`config.mk`:
```
export PLATFORM = sky130hd
export DESIGN_NAME = prog_loader
export DESIGN_NICKNAME = d
export VERILOG_FILES = /design/src/rtl/prog_pkg.sv /design/src/rtl/prog_loader_word_assembler.sv /design/src/rtl/prog_loader.sv
export SDC_FILE = /design/constraint.sdc
export NUM_CORES = 1
export LEC_CHECK = 0
export BUFFER_PORTS_ARGS = -buffer_cell sky130_fd_sc_hd__buf_2
export CAP_MARGIN = 10
export CORE_MARGIN = 1.5
export CORE_UTILIZATION = 50
export CTS_CLUSTER_SIZE = 10
export DETAILED_ROUTE_END_ITERATION = 6
export PLACE_DENSITY = 0.8
export SLEW_MARGIN = 10
export SYNTH_ARGS = -nofsm -noshare
export SYNTH_HDL_FRONTEND = slang
export SYNTH_SLANG_ARGS = --single-unit
```
`constraint.sdc`:
```
create_clock -name clock -period 2.5 [get_ports clock]
set_input_delay 0.25 -clock clock [delete_from_list [all_inputs] [get_ports clock]]
set_output_delay 0.25 -clock clock [all_outputs]
set_load 0.1 [all_outputs]
```
`src/rtl/prog_pkg.sv`:
```
// Shared constants, types and helpers for the program-store loader.
package prog_pkg;

    localparam int unsigned P_SIZE  = 6;
    localparam int unsigned I_SIZE  = 24;
    localparam int unsigned INSTR_W = I_SIZE + 1;
    localparam int unsigned BPW     = (INSTR_W + 7) / 8;
    localparam int unsigned WORD_W  = BPW * 8;
    localparam int unsigned DISC_W  = WORD_W - INSTR_W;

    // Bits of the leading byte that fall above the instruction MSB.
    localparam logic [7:0] DISC_MASK = 8'(8'hFF << (8 - DISC_W));

    typedef logic [I_SIZE:0]   instr_t;
    typedef logic [P_SIZE-1:0] addr_t;

    typedef enum logic [1:0] {
        IDLE  = 2'd0,
        RECV  = 2'd1,
        WRITE = 2'd2,
        DONE  = 2'd3
    } loader_state_t;

    function automatic logic first_byte_bad(input logic [7:0] b);
        return (b & DISC_MASK) != 8'h00;
    endfunction

endpackage

```
`src/rtl/prog_loader_word_assembler.sv`:
```
// Big-endian byte-to-instruction shift register with a byte counter.
module word_assembler
    import prog_pkg::*;
(
    input  logic               clock,
    input  logic               reset,
    input  logic               i_clear,
    input  logic               i_shift,
    input  logic [7:0]         i_byte,
    output logic [INSTR_W-1:0] o_word_c,
    output logic               o_first_c,
    output logic               o_full_c
);

    localparam int unsigned CNT_W  = $clog2(BPW);
    localparam int unsigned KEEP_W = INSTR_W - 8;

    // Only the bits that can still reach the instruction are kept.
    logic [KEEP_W-1:0] r_word;
    logic [CNT_W-1:0]  r_cnt;

    assign o_word_c  = {r_word, i_byte};
    assign o_first_c = (r_cnt == '0);
    assign o_full_c  = i_shift && (r_cnt == CNT_W'(BPW - 1));

    always_ff @(posedge clock or posedge reset) begin
        if (reset) begin
            r_word <= '0;
            r_cnt  <= '0;
        end else if (i_clear) begin
            r_word <= '0;
            r_cnt  <= '0;
        end else if (i_shift) begin
            r_word <= o_word_c[KEEP_W-1:0];
            r_cnt  <= o_full_c ? '0 : r_cnt + CNT_W'(1);
        end
    end

endmodule

```
`src/rtl/prog_loader.sv`:
```
// Fills the program store from a host byte stream and holds the CPU until done.
module prog_loader
    import prog_pkg::*;
(
    input  logic               clock,
    input  logic               reset,
    input  logic               start,
    input  logic [P_SIZE:0]    count,
    input  logic [7:0]         rx_data,
    input  logic               rx_valid,
    output logic               rx_ready,
    output logic               wr_en,
    output logic [P_SIZE-1:0]  wr_addr,
    output logic [INSTR_W-1:0] wr_data,
    output logic               cpu_hold,
    output logic               busy,
    output logic               done,
    output logic               err
);

    loader_state_t r_state;
    loader_state_t w_next_state;

    logic               r_rx_ready;
    logic               r_wr_en;
    logic [P_SIZE-1:0]  r_wr_addr;
    logic [INSTR_W-1:0] r_wr_data;
    logic               r_cpu_hold;
    logic               r_busy;
    logic               r_done;
    logic               r_err;
    logic [P_SIZE-1:0]  r_addr;
    logic [P_SIZE:0]    r_words_left;

    logic               w_start_ok;
    logic               w_accept;
    logic [INSTR_W-1:0] w_word;
    logic               w_first;
    logic               w_full;

    assign w_start_ok = start && (r_state == IDLE || r_state == DONE);
    assign w_accept   = rx_valid && r_rx_ready;

    word_assembler u_asm (
        .clock     (clock),
        .reset     (reset),
        .i_clear   (w_start_ok),
        .i_shift   (w_accept),
        .i_byte    (rx_data),
        .o_word_c  (w_word),
        .o_first_c (w_first),
        .o_full_c  (w_full)
    );

    always_ff @(posedge clock or posedge reset) begin
        if (reset) r_state <= IDLE;
        else       r_state <= w_next_state;
    end

    always_comb begin
        w_next_state = r_state;
        case (r_state)
            IDLE, DONE: if (start) w_next_state = (count == '0) ? DONE : RECV;
            RECV:       if (w_full) w_next_state = WRITE;
            WRITE:      w_next_state = (r_words_left == (P_SIZE+1)'(1)) ? DONE : RECV;
            default:    w_next_state = IDLE;
        endcase
    end

    // Datapath, counters and registered status outputs.
    always_ff @(posedge clock or posedge reset) begin
        if (reset) begin
            r_rx_ready   <= 1'b0;
            r_wr_en      <= 1'b0;
            r_wr_addr    <= '0;
            r_wr_data    <= '0;
            r_cpu_hold   <= 1'b1;
            r_busy       <= 1'b0;
            r_done       <= 1'b0;
            r_err        <= 1'b0;
            r_addr       <= '0;
            r_words_left <= '0;
        end else begin
            r_wr_en <= 1'b0;
            case (r_state)
                IDLE, DONE: begin
                    if (start) begin
                        r_err <= 1'b0;
                        if (count == '0) begin
                            r_done     <= 1'b1;
                            r_cpu_hold <= 1'b0;
                            r_busy     <= 1'b0;
                            r_rx_ready <= 1'b0;
                        end else begin
                            r_words_left <= count;
                            r_addr       <= '0;
                            r_done       <= 1'b0;
                            r_busy       <= 1'b1;
                            r_cpu_hold   <= 1'b1;
                            r_rx_ready   <= 1'b1;
                        end
                    end
                end
                RECV: begin
                    if (w_accept && w_first && first_byte_bad(rx_data)) r_err <= 1'b1;
                    if (w_full) begin
                        r_rx_ready <= 1'b0;
                        r_wr_en    <= 1'b1;
                        r_wr_addr  <= r_addr;
                        r_wr_data  <= w_word;
                    end
                end
                WRITE: begin
                    r_addr       <= r_addr + P_SIZE'(1);
                    r_words_left <= r_words_left - (P_SIZE+1)'(1);
                    if (r_words_left == (P_SIZE+1)'(1)) begin
                        r_done     <= 1'b1;
                        r_busy     <= 1'b0;
                        r_cpu_hold <= 1'b0;
                        r_rx_ready <= 1'b0;
                    end else begin
                        r_rx_ready <= 1'b1;
                    end
                end
                default: r_rx_ready <= 1'b0;
            endcase
        end
    end

    assign rx_ready = r_rx_ready;
    assign wr_en    = r_wr_en;
    assign wr_addr  = r_wr_addr;
    assign wr_data  = r_wr_data;
    assign cpu_hold = r_cpu_hold;
    assign busy     = r_busy;
    assign done     = r_done;
    assign err      = r_err;

endmodule

```
## Word-level counts from Yosys, hierarchy flattened

Index checks and enable logic that the tools add are counted.

- Bits in registers: 71
- Bits of input ports: 19
- Output and inout port bits: 37
- Logic and storage cells: 77

- Add/sub/neg operators: 3
- Equal/unequal tests: 10
- Mux-type cells: 32
- Reduce and logical (&&, ||, !) cells: 19

Operator list:

| kind | number |
|---|---|
| 2-to-1 mux 17 bit | 2 |
| 2-to-1 mux 2 bit | 7 |
| 2-to-1 mux 7 bit | 2 |
| one-hot mux 7 bit (2 select lines) | 1 |
| 2-to-1 mux 1 bit | 12 |
| 2-to-1 mux 6 bit | 2 |
| one-hot mux 6 bit (2 select lines) | 1 |
| AND reduction 3 bit | 3 |
| != test 2 bit (second input constant) | 4 |
| nonzero test 8 bit | 1 |
| == test 7 x 1 -> 1 bit (second input constant) | 1 |
| logical NOT 7 bit | 1 |
| subtractor 7 x 1 -> 7 bit (second input constant) | 1 |
| adder 6 x 1 -> 6 bit (second input constant) | 1 |
| == test 2 bit (second input constant) | 3 |
| one-hot mux 1 bit (2 select lines) | 3 |
| one-hot mux 2 bit (3 select lines) | 1 |
| nonzero test 2 bit | 3 |
| logical AND 1 bit | 5 |
| logical NOT 2 bit | 2 |
| AND reduction 2 bit | 2 |
| one-hot mux 1 bit (3 select lines) | 1 |
| adder 2 x 1 -> 2 bit (second input constant) | 1 |
| == test 2 x 1 -> 1 bit (second input constant) | 1 |
| other kinds (3) | 3 |

## Depth between registers and ports, before layout

Gate-level depths: netlist of run 1.

- Word-level depth: 5
- Depth in mapped cells: 7
- Mapped depth without buffers: 6

## Modules after synthesis

A second synthesis of run 1 with hierarchy kept.

- Cell total of the unflattened synthesis: 288
- Area total of the unflattened synthesis: 3359.5 um^2

By module, submodules not included:

| module | instances | cells an instance | area an instance (um^2) | sequential area each (um^2) |
|---|---|---|---|---|
| prog_loader | 1 | 213 | 2488.6 | 1302.5 |
| word_assembler | 1 | 75 | 870.8 | 475.5 |

## Worst setup path after synthesis of run 1

Ideal clock, no wire load.

- Path type: register to register
- From: register r_rx_ready (netlist: rx_ready)
- To: register u_asm.r_cnt[1]
- Setup time: 0.078 ns
- Arrival: 1.933 ns
- Required time: 2.422 ns
- Setup slack: 0.489 ns
- Cell stages (with the launch flop): 6
- Path buffers: 2
- Period minus slack after synthesis: 2.011 ns
- Path through: dfrtp_1 -> and2_1 -> clkbuf_1 -> clkbuf_1 -> nand2_1 -> a21oi_1

- Cells in the longest elaborated chain, start to end: 5
- Elaborated cells between the ends (all ways): 6
- Classes of those cells: mux: 3; reduce/logical: 3

Ends and longest elaborated chain:

| item | RTL line | text |
|---|---|---|
| from (decl) | prog_loader.sv:24 | `logic r_rx_ready;` |
| from (signal assigned) | prog_loader.sv:73 | `r_rx_ready <= 1'b0;` |
| from (signal assigned) | prog_loader.sv:93 | `r_rx_ready <= 1'b0;` |
| from (signal assigned) | prog_loader.sv:100 | `r_rx_ready <= 1'b1;` |
| logical AND 1 bit * | prog_loader.sv:42 | `assign w_accept = rx_valid && r_rx_ready;` |
| logical AND 1 bit | prog_loader_word_assembler.sv:24 | `assign o_full_c = i_shift && (r_cnt == CNT_W'(BPW - 1));` |
| 2-to-1 mux 2 bit | prog_loader_word_assembler.sv:35 | `r_cnt <= o_full_c ? '0 : r_cnt + CNT_W'(1);` |
| 2-to-1 mux 2 bit | prog_loader_word_assembler.sv:33 | `end else if (i_shift) begin` |
| 2-to-1 mux 2 bit | prog_loader_word_assembler.sv:30 | `end else if (i_clear) begin` |
| to (signal assigned) | prog_loader_word_assembler.sv:35 |  |
| to (decl) | prog_loader_word_assembler.sv:20 | `logic [CNT_W-1:0] r_cnt;` |

Mark *: on every way between the ends. The rest lies on a longest branch, timed or not. The select of a mux whose other input is x is not followed.
A chain may end at the register's enable or synchronous reset.

## Final worst setup path of run 1

- From: register r_state[0]
- To: register r_addr[4]

- Cells in the longest elaborated chain, start to end: 4
- Elaborated cells between the ends (all ways): 9
- Classes of those cells: eq/ne: 4; mux: 1; reduce/logical: 4

Ends and longest elaborated chain:

| item | RTL line | text |
|---|---|---|
| from (decl) | prog_loader.sv:21 | `loader_state_t r_state;` |
| from (signal assigned) | prog_loader.sv:57 | `else r_state <= w_next_state;` |
| == test 2 bit or logical NOT 2 bit (tied branches) | prog_loader.sv:85 | `case (r_state)` |
| OR reduction 2 bit | prog_loader.sv:85 |  |
| != test 2 bit (no line) or nonzero test 2 bit (tied branches) | n/a |  |
| AND reduction 3 bit (no line) | n/a |  |
| to (signal assigned) | prog_loader.sv:114 | `r_addr <= r_addr + P_SIZE'(1);` |
| to (decl) | prog_loader.sv:32 | `logic [P_SIZE-1:0] r_addr;` |

Parallel ways exist; a longest one is shown, timed or not.

==> results.json, run 1 <==
{
  "status": "finished with violations",
  "violations": "negative hold slack",
  "cts_buffers": 9,
  "fillers": 522,
  "reg2reg_depth": 6,
  "hpwl_um": 4530,
  "cts_root_buf": "clkbuf_8",
  "port_buffers": 55,
  "path_clk_slew_ps": 80,
  "dieWidth_um": 82.5,
  "rsz0062_at_grt": "false",
  "timing.fmax_mhz": 479,
  "ys_types": 42,
  "cts_tree": "yes",
  "finalInstanceArea_mm2": 0.00368,
  "synthToLayoutAreaGrowth_pct": 16.6,
  "setup_viol": 0,
  "timing.rr.start": "r_state[0]",
  "hold_viol_final": 1,
  "antenna_found_initial": 0,
  "crit_slowest_cell": "a211oi_1",
  "detail-route-antenna-nets": 0,
  "criticalPathCategory": "reg2reg",
  "synth_top_area_share_pct": 55.4,
  "yosys-top-cells-area": "dfrtp_1 (55%), mux2_2 (11%), nand2_1 (5.7%), a21oi_1 (4.4%), ha_1 (2.8%)",
  "async_reset_ff_share_pct": 100,
  "io_pins": 56,
  "drv_cap": 0,
  "grt_max_degree": 33,
  "syn_nets": 309,
  "grt_pass1_wl_um": 10000,
  "synthCells": 283,
  "r2r-end": "r_addr[4]",
  "drv_slew": 0,
  "grt_pass1_vias": 2130,
  "finalCritPeriodShare_pct": 83.5,
  "synth_flop_cell": "dfrtp_1",
  "cpPeakStageDelay_ps": 540,
  "nets": 368,
  "crit_buf_inv": 2,
  "wl_met2_um": 2860,
  "yosys_warnings": 0,
  "core_mm2": 0.00603,
  "rows": 28,
  "crit_top_cell": "inv_1",
  "maxSlewHeadroom_pct": 56.5,
  "layout_commonest_cell": "dfrtp_1",
  "synth-edff-count": 0,
  "dieArea_mm2": 0.00680,
  "antennaDiodeCount": 0,
  "avgSynthCellArea_um2": 11.2,
  "path_depth": 6,
  "vias": 2317,
  "hold_class": "in2async",
  "reg2reg_slack_ps": 410,
  "htree_levels": 3,
  "period_minus_slack_ps": 2090,
  "overflow": 0,
  "dpl_cell_area_mm2": 0.00350,
  "drc": 0,
  "cp_max_fo": 12,
  "clockBufferDepth": 2,
  "wirelength_met1_um": 3110,
  "end_kind": "flip-flop",
  "first_pass_iters": 4,
  "start_util_pct": 52.4,
  "postRouteWirelength_um": 6320,
  "wl_per_cell_um": 15.0,
  "ys_seq_area_share_pct": 56.3,
  "worst_slew_pin_slew_ps": 651,
  "gp_congestion": 0.869,
  "die_h_um": 82.5,
  "post_cts_resized": 0,
  "arrival_ps": 2340,
  "layout-drive-gt1-share_pct": 33.4,
  "crit_family": "compound AO/OA/AOI/OAI gates",
  "yosysTopAreaCell": "dfrtp_1",
  "crit_chain": "inv_1 > ha_1 > inv_1 > a211oi_1 > a41oi_1 > a31oi_1",
  "clock-skew-final_ps": 14.5,
  "highest_layer": "met4",
  "ctsHoldBuffers": 0,
  "final_cell_mix": "dfrtp_1 (70), buf_2 (55), nand2_1 (48)",
  "ys_ff_latch": 71,
  "clkSinkCount": 71,
  "cp.required_ps": 2760,
  "netlist_area_mm2": 0.00316,
  "startpoint_type": "flip-flop",
  "dr_wl_met3_um": 275,
  "worst_skew_pair.late_latency_ps": 340,
  "viasPerCell": 5.49,
  "dr.first_iter.drc_count": 176,
  "hold_slack_ps": -4.36,
  "setup_tns_ps": 0,
  "grt_use_total_pct": 20.2,
  "postCtsSetupBuffers": 0
}
## layout make-up
cell class | instances | area [µm²] | share of cell area (%)
flip-flops and latches | 71 | 1780 | 48.3
clock buffers | 10 | 138 | 3.74
multi-input cells | 188 | 1260 | 34.3
well taps | 75 | 93.8 | 2.55
repair buffers | 62 | 328 | 8.90
inverters | 10 | 37.5 | 1.02
clock inverters | 6 | 43.8 | 1.19
## metal layers
metal | vias to the layer above | track usage [%]
met4 | 0 | 7.83
met3 | 7 | 5.93
li1 | 1123 | -
met2 | 63 | 29.1
met5 | - | 0
met1 | 1124 | 28.6
## worst max path at each step
| stage | start | endpoint | slack (ps) |
|---|---|---|---|
| finish | r_state[0] | r_addr[4] | 410 |
| floorplan | reset | busy | 460 |
| global placement | r_state[0] | r_addr[5] | 540 |
| detailed placement | r_state[0] | r_addr[4] | 460 |
| CTS | r_state[0] | r_addr[4] | 420 |
| global route | r_state[0] | r_addr[4] | 240 |
## worst register-to-register path: stages, from the launching register on
cell and delay [ps]:
dfrtp_1 400, inv_1 70, ha_1 400, inv_1 230
a211oi_1 540, a41oi_1 190, a31oi_1 180
## state kept, by name (all words and copies together) (netlist names)
name	cells
busy	1
cpu_hold	1
done	1
err	1
r_addr	6
r_state	2
r_words_left	7
rx_ready	1
u_asm.r_cnt	2
u_asm.r_word	17
wr_addr	6
wr_data	25
wr_en	1
## through the flow
stage	setup WS (ps)	hold slack (ps)	std cells	util [%]
2_1_floorplan	455	381	283	-
3_3_place_gp	542	381	406	58.1
3_5_place_dp	461	378	406	58.1
4_1_cts	419	0.192	422	61.1
5_1_grt	240	43.5	422	61.1
6_report	413	-4.36	422	61.1
## logic make-up after synthesis
family	share of synthesized area (%)
AO/OA/AOI/OAI	14.0
buffers and inverters	3.68
AND/OR/NAND/NOR	11.5
multiplexers	11.7
adder cells (fa/ha/maj)	2.77
flip-flops	56.3
## synthesized netlist by cell type, drive strengths merged, types with 2 or more instances
library cell  count
nand2b            3
nor3              3
a2bb2oi           2
nor2              7
a21oi            28
or4               2
a41oi             2
nand2            48
inv              10
a21o              2
a31oi             8
mux2             32
dfrtp            70
a211oi            2
nand3             6
nor4              2
o22ai             3
and2              3
a22oi             3
buf               8
and3              2
o22a              4
clkbuf            6
ha                7
o21ai             9
Power of run 1 is not shown: default switching activity piles up to over one toggle a cycle in this logic, so the estimate is an artifact.
==> run 2: changes to the inputs <==
==> constraint.sdc (replaced) <==
create_clock -name clock -period 2 [get_ports clock]
set_input_delay 0.2 -clock clock [delete_from_list [all_inputs] [get_ports clock]]
set_output_delay 0.2 -clock clock [all_outputs]
set_load 0.1 [all_outputs]
==> results.json, run 2 (synthesized netlist as in run 1, its figures left out) <==
{
  "status": "completed",
  "htree_levels": 3,
  "cp_max_fo": 7,
  "wl_per_cell_um": 14.5,
  "final_cell_mix": "dfrtp_1 (70), buf_2 (55), nand2_1 (48)",
  "drc": 0,
  "largest_reg_flops": 25,
  "dieArea_mm2": 0.00680,
  "layout-drive-gt1-share_pct": 34.2,
  "arrival_ps": 2100,
  "grt_pass1_vias": 2137,
  "crit_slowest_cell": "a211oi_2",
  "clockBufferDepth": 2,
  "grt.busiest_layer": "met1",
  "dp.cells": 409,
  "finalCritPeriodShare_pct": 91.9,
  "port_buffers": 55,
  "nets": 372,
  "synthToLayoutAreaGrowth_pct": 19.2,
  "maxSlewHeadroom_pct": 57.9,
  "end_kind": "flip-flop",
  "viasPerCell": 5.43,
  "cts_tree": "yes",
  "crit_chain": "inv_1 > ha_1 > nor2b_1 > a211oi_2 > a41oi_1 > a31oi_1",
  "timing.fmax_mhz": 544,
  "vias": 2312,
  "io_pins": 56,
  "grt_max_degree": 27,
  "path_clk_slew_ps": 80,
  "overflow": 0,
  "drv_cap": 0,
  "drv_slew": 0,
  "first_pass_iters": 4,
  "layout_commonest_cell": "dfrtp_1",
  "start_util_pct": 52.4,
  "dp_slack_ps": -10.3,
  "period_minus_slack_ps": 1840,
  "met1_usage_pct": 30.1,
  "startpoint_type": "flip-flop",
  "postCtsSetupBuffers": 0,
  "cts_root_buf": "clkbuf_8",
  "clock-skew-final_ps": 8.08,
  "instances_no_fill": 426,
  "dr.first_iter.drc_count": 109,
  "cts_buffers": 9,
  "postRouteWirelength_um": 6190,
  "clkSinkCount": 71,
  "dieWidth_um": 82.5,
  "use_met2_pct": 26.9,
  "hold_class": "in2reg",
  "rsz0062_at_grt": "false",
  "setup_viol": 0,
  "cp.required_ps": 2260,
  "antenna_found_initial": 0,
  "grt_pass1_wl_um": 10100,
  "detail-route-antenna-nets": 0,
  "cpPeakStageDelay_ps": 420,
  "criticalPathCategory": "reg2reg",
  "use_met3_pct": 3.96,
  "worst_slew_pin_slew_ps": 630,
  "die_h_um": 82.5,
  "antennaDiodeCount": 0,
  "hold_viol_final": 0,
  "hpwl_um": 4330,
  "gp_congestion": 0.867,
  "grt_use_total_pct": 20.2,
  "worst_skew_pair.late_latency_ps": 340,
  "core_mm2": 0.00603,
  "rows": 28,
  "setup_slack_ps": 162
}
## run 2: worst max-delay path, delay by kind of cell (launching register included)
family | cells | cell delay [ps]
AO/OA/AOI/OAI | 3 | 750
flip-flops | 1 | 370
adder cells (fa/ha/maj) | 1 | 350
AND/OR/NAND/NOR | 1 | 230
buffers and inverters | 1 | 50
## run 2: cell type report
class,count,area [µm²]
Sequential cell,71,1780
Fill cell,507,2260
Multi-Input combinational cell,188,1270
Inverter,10,37.5
Clock inverter,7,103
Timing Repair Buffer,66,360
Tap cell,75,93.8
Clock buffer,9,124
## run 2: final timing paths
check / slack [ps] / start / cells past startpoint / endpoint
setup / recovery: 160 / r_state[0] / 6 / r_addr[5]
hold / removal: 100 / rx_data[0] / 3 / u_asm.r_word[0]
setup reg to reg: 160 / r_state[0] / 6 / r_addr[5]
hold reg to reg: 500 / wr_data[10] / 1 / wr_data[10]
max in group asynchronous: 940 / reset / 4 / wr_data[23]
min in group asynchronous: 430 / reset / 3 / wr_data[12]
## run 2: stage by stage
| step | hold WS [ps] | utilization, % | setup TNS (ps) | instance area [µm²] |
|---|---|---|---|---|
| after floorplan | 331 | - | -105 | 3160 |
| after detailed placement | 265 | 58.5 | -10.3 | 3520 |
| final | 103 | 62.5 | 0 | 3770 |
| after global placement | 265 | 58.5 | 0 | 3520 |
| after global routing | 105 | 62.5 | 0 | 3770 |
| after CTS | 88.0 | 62.5 | 0 | 3770 |
## run 2: metal layers
| metal | part of all wire (%) | wire, µm |
|---|---|---|
| met3 | 4.6 | 287 |
| met1 | 49 | 3040 |
| met4 | 2.2 | 137 |
| met2 | 44 | 2720 |
| met5 | 0 | 0 |
## run 2: repair_timing
| action | 4_1_cts | 5_1_grt |
|---|---|---|
| resized for setup | 1 | 0 |
| setup endpoints to repair | 2 | 0 |
| hold buffers | 1 | 0 |
| endpoints found under the hold margin | 21 | 0 |
Power of run 2 is left out for the same reason.
==> run 3: changes to the inputs <==
--- a/config.mk
+++ b/config.mk
@@ -7,8 +7,8 @@
 export LEC_CHECK = 0
 export BUFFER_PORTS_ARGS = -buffer_cell sky130_fd_sc_hd__buf_2
 export CAP_MARGIN = 10
-export CORE_MARGIN = 1.5
 export CORE_UTILIZATION = 50
+export CTS_CLUSTER_DIAMETER = 80
 export CTS_CLUSTER_SIZE = 10
 export DETAILED_ROUTE_END_ITERATION = 6
 export PLACE_DENSITY = 0.8
==> results.json, run 3 (synthesized netlist as in run 1, its figures left out) <==
{
  "drv_slew": 0,
  "rsz0062_at_grt": "false",
  "arrival_ps": 2040,
  "period_minus_slack_ps": 1770,
  "synthToLayoutAreaGrowth_pct": 19.5,
  "setup_viol": 0,
  "first_pass_iters": 4,
  "nets": 369,
  "clockBufferDepth": 2,
  "worst_skew_pair.late_latency_ps": 340,
  "dr.first_iter.drc_count": 102,
  "cts_buffers": 9,
  "die_h_um": 81.5,
  "vias": 2332,
  "drc": 0,
  "startpoint_type": "flip-flop",
  "final_util_pct": 63.0,
  "cts_root_buf": "clkbuf_8",
  "timing.fmax_mhz": 564,
  "layout_commonest_cell": "dfrtp_1",
  "antennaDiodeCount": 0,
  "detail-route-antenna-nets": 0,
  "finalInstanceArea_mm2": 0.00377,
  "final_cell_mix": "dfrtp_1 (70), buf_2 (55), nand2_1 (48)",
  "viasPerCell": 5.51,
  "finalCritPeriodShare_pct": 88.7,
  "drv_cap": 0,
  "antenna_found_initial": 0,
  "worst_slew_pin_slew_ps": 635,
  "largest_reg_flops": 25,
  "hpwl_um": 4220,
  "fillers": 495,
  "hold_class": "in2reg",
  "grt_max_degree": 56,
  "dpl_cell_area_mm2": 0.00353,
  "reg2reg_depth": 6,
  "end_kind": "flip-flop",
  "criticalPathCategory": "reg2reg",
  "io_pins": 56,
  "dieWidth_um": 81.5,
  "clkSinkCount": 71,
  "hold_viol_final": 0,
  "gp_congestion": 0.870,
  "setup_slack_ps": 226,
  "overflow": 0,
  "wl_per_cell_um": 14.6,
  "cts_tree": "yes",
  "postCtsSetupBuffers": 0,
  "dieArea_mm2": 0.00664,
  "core_mm2": 0.00599,
  "cp_max_fo": 7,
  "dp_slack_ps": -10.3,
  "maxSlewHeadroom_pct": 57.6,
  "port_buffers": 55,
  "start_util_pct": 52.7,
  "holdPathStages": 3,
  "path_clk_slew_ps": 80,
  "rows": 28,
  "clock-skew-final_ps": 11.2,
  "postRouteWirelength_um": 6190,
  "status": "completed",
  "cp.required_ps": 2270,
  "setup_tns_ps": 0,
  "grt_use_total_pct": 20.4,
  "grt_pass1_vias": 2140,
  "layout-drive-gt1-share_pct": 33.3,
  "htree_levels": 3,
  "grt_pass1_wl_um": 10100
}
==> run 3: changes by cell type in the layout (fill, tap and decap cells not counted) <==
cell / change
buf_4: -5
clkbuf_1: +1
clkinv_4: +1
inv_6: -3
clkbuf_8: +2
buf_12: +2
clkinvlp_4: -1
==> run 3: final timing paths <==
kind / startpoint / endpoint / slack [ps]
max: r_state[0] / r_addr[5] / 230
min: rx_data[0] / u_asm.r_word[0] / 100
max reg2reg: r_state[0] / r_addr[5] / 230
min reg2reg: r_addr[5] / r_addr[5] / 500
max in group asynchronous: reset / cpu_hold / 960
min in group asynchronous: reset / wr_en / 370
==> run 3: per-stage QoR <==
stage	std cells	hold slack (ps)
3_3_place_gp	406	195
3_5_place_dp	406	204
4_1_cts	423	93.4
5_1_grt	423	96.8
6_report	423	97.9
2_1_floorplan	283	331
==> run 3: area by class of cell <==
| class | count | area [µm²] | area share, % |
|---|---|---|---|
| Sequential cell | 71 | 1780 | 47.1 |
| Multi-Input combinational cell | 188 | 1270 | 33.6 |
| Timing Repair Buffer | 63 | 363 | 9.61 |
| Clock buffer | 12 | 155 | 4.11 |
| Tap cell | 75 | 93.8 | 2.49 |
| Clock inverter | 4 | 77.6 | 2.06 |
| Inverter | 10 | 37.5 | 0.994 |
==> run 3: critical path: stages, from the launching register on <==
cell,delay [ps]
dfrtp_1,370
inv_1,60
ha_1,350
nor2b_1,220
a211oi_2,390
a41oi_1,170
a31oi_1,160
==> run 3: per-layer routing <==
metal | vias up | share of wire, % | GRT usage [%]
met5 | - | 0 | 0
met4 | 0 | 1.6 | 9.46
met3 | 12 | 5.9 | 3.67
met2 | 75 | 46 | 30.5
met1 | 1123 | 46 | 28.9
li1 | 1122 | - | -
==> run 3: repair_timing <==
item	CTS	global route
hold buffers	1	0
resized for setup	1	0
hold endpoints to repair	16	0
endpoints found under the setup margin	2	0
Power of run 3 is left out for the same reason.
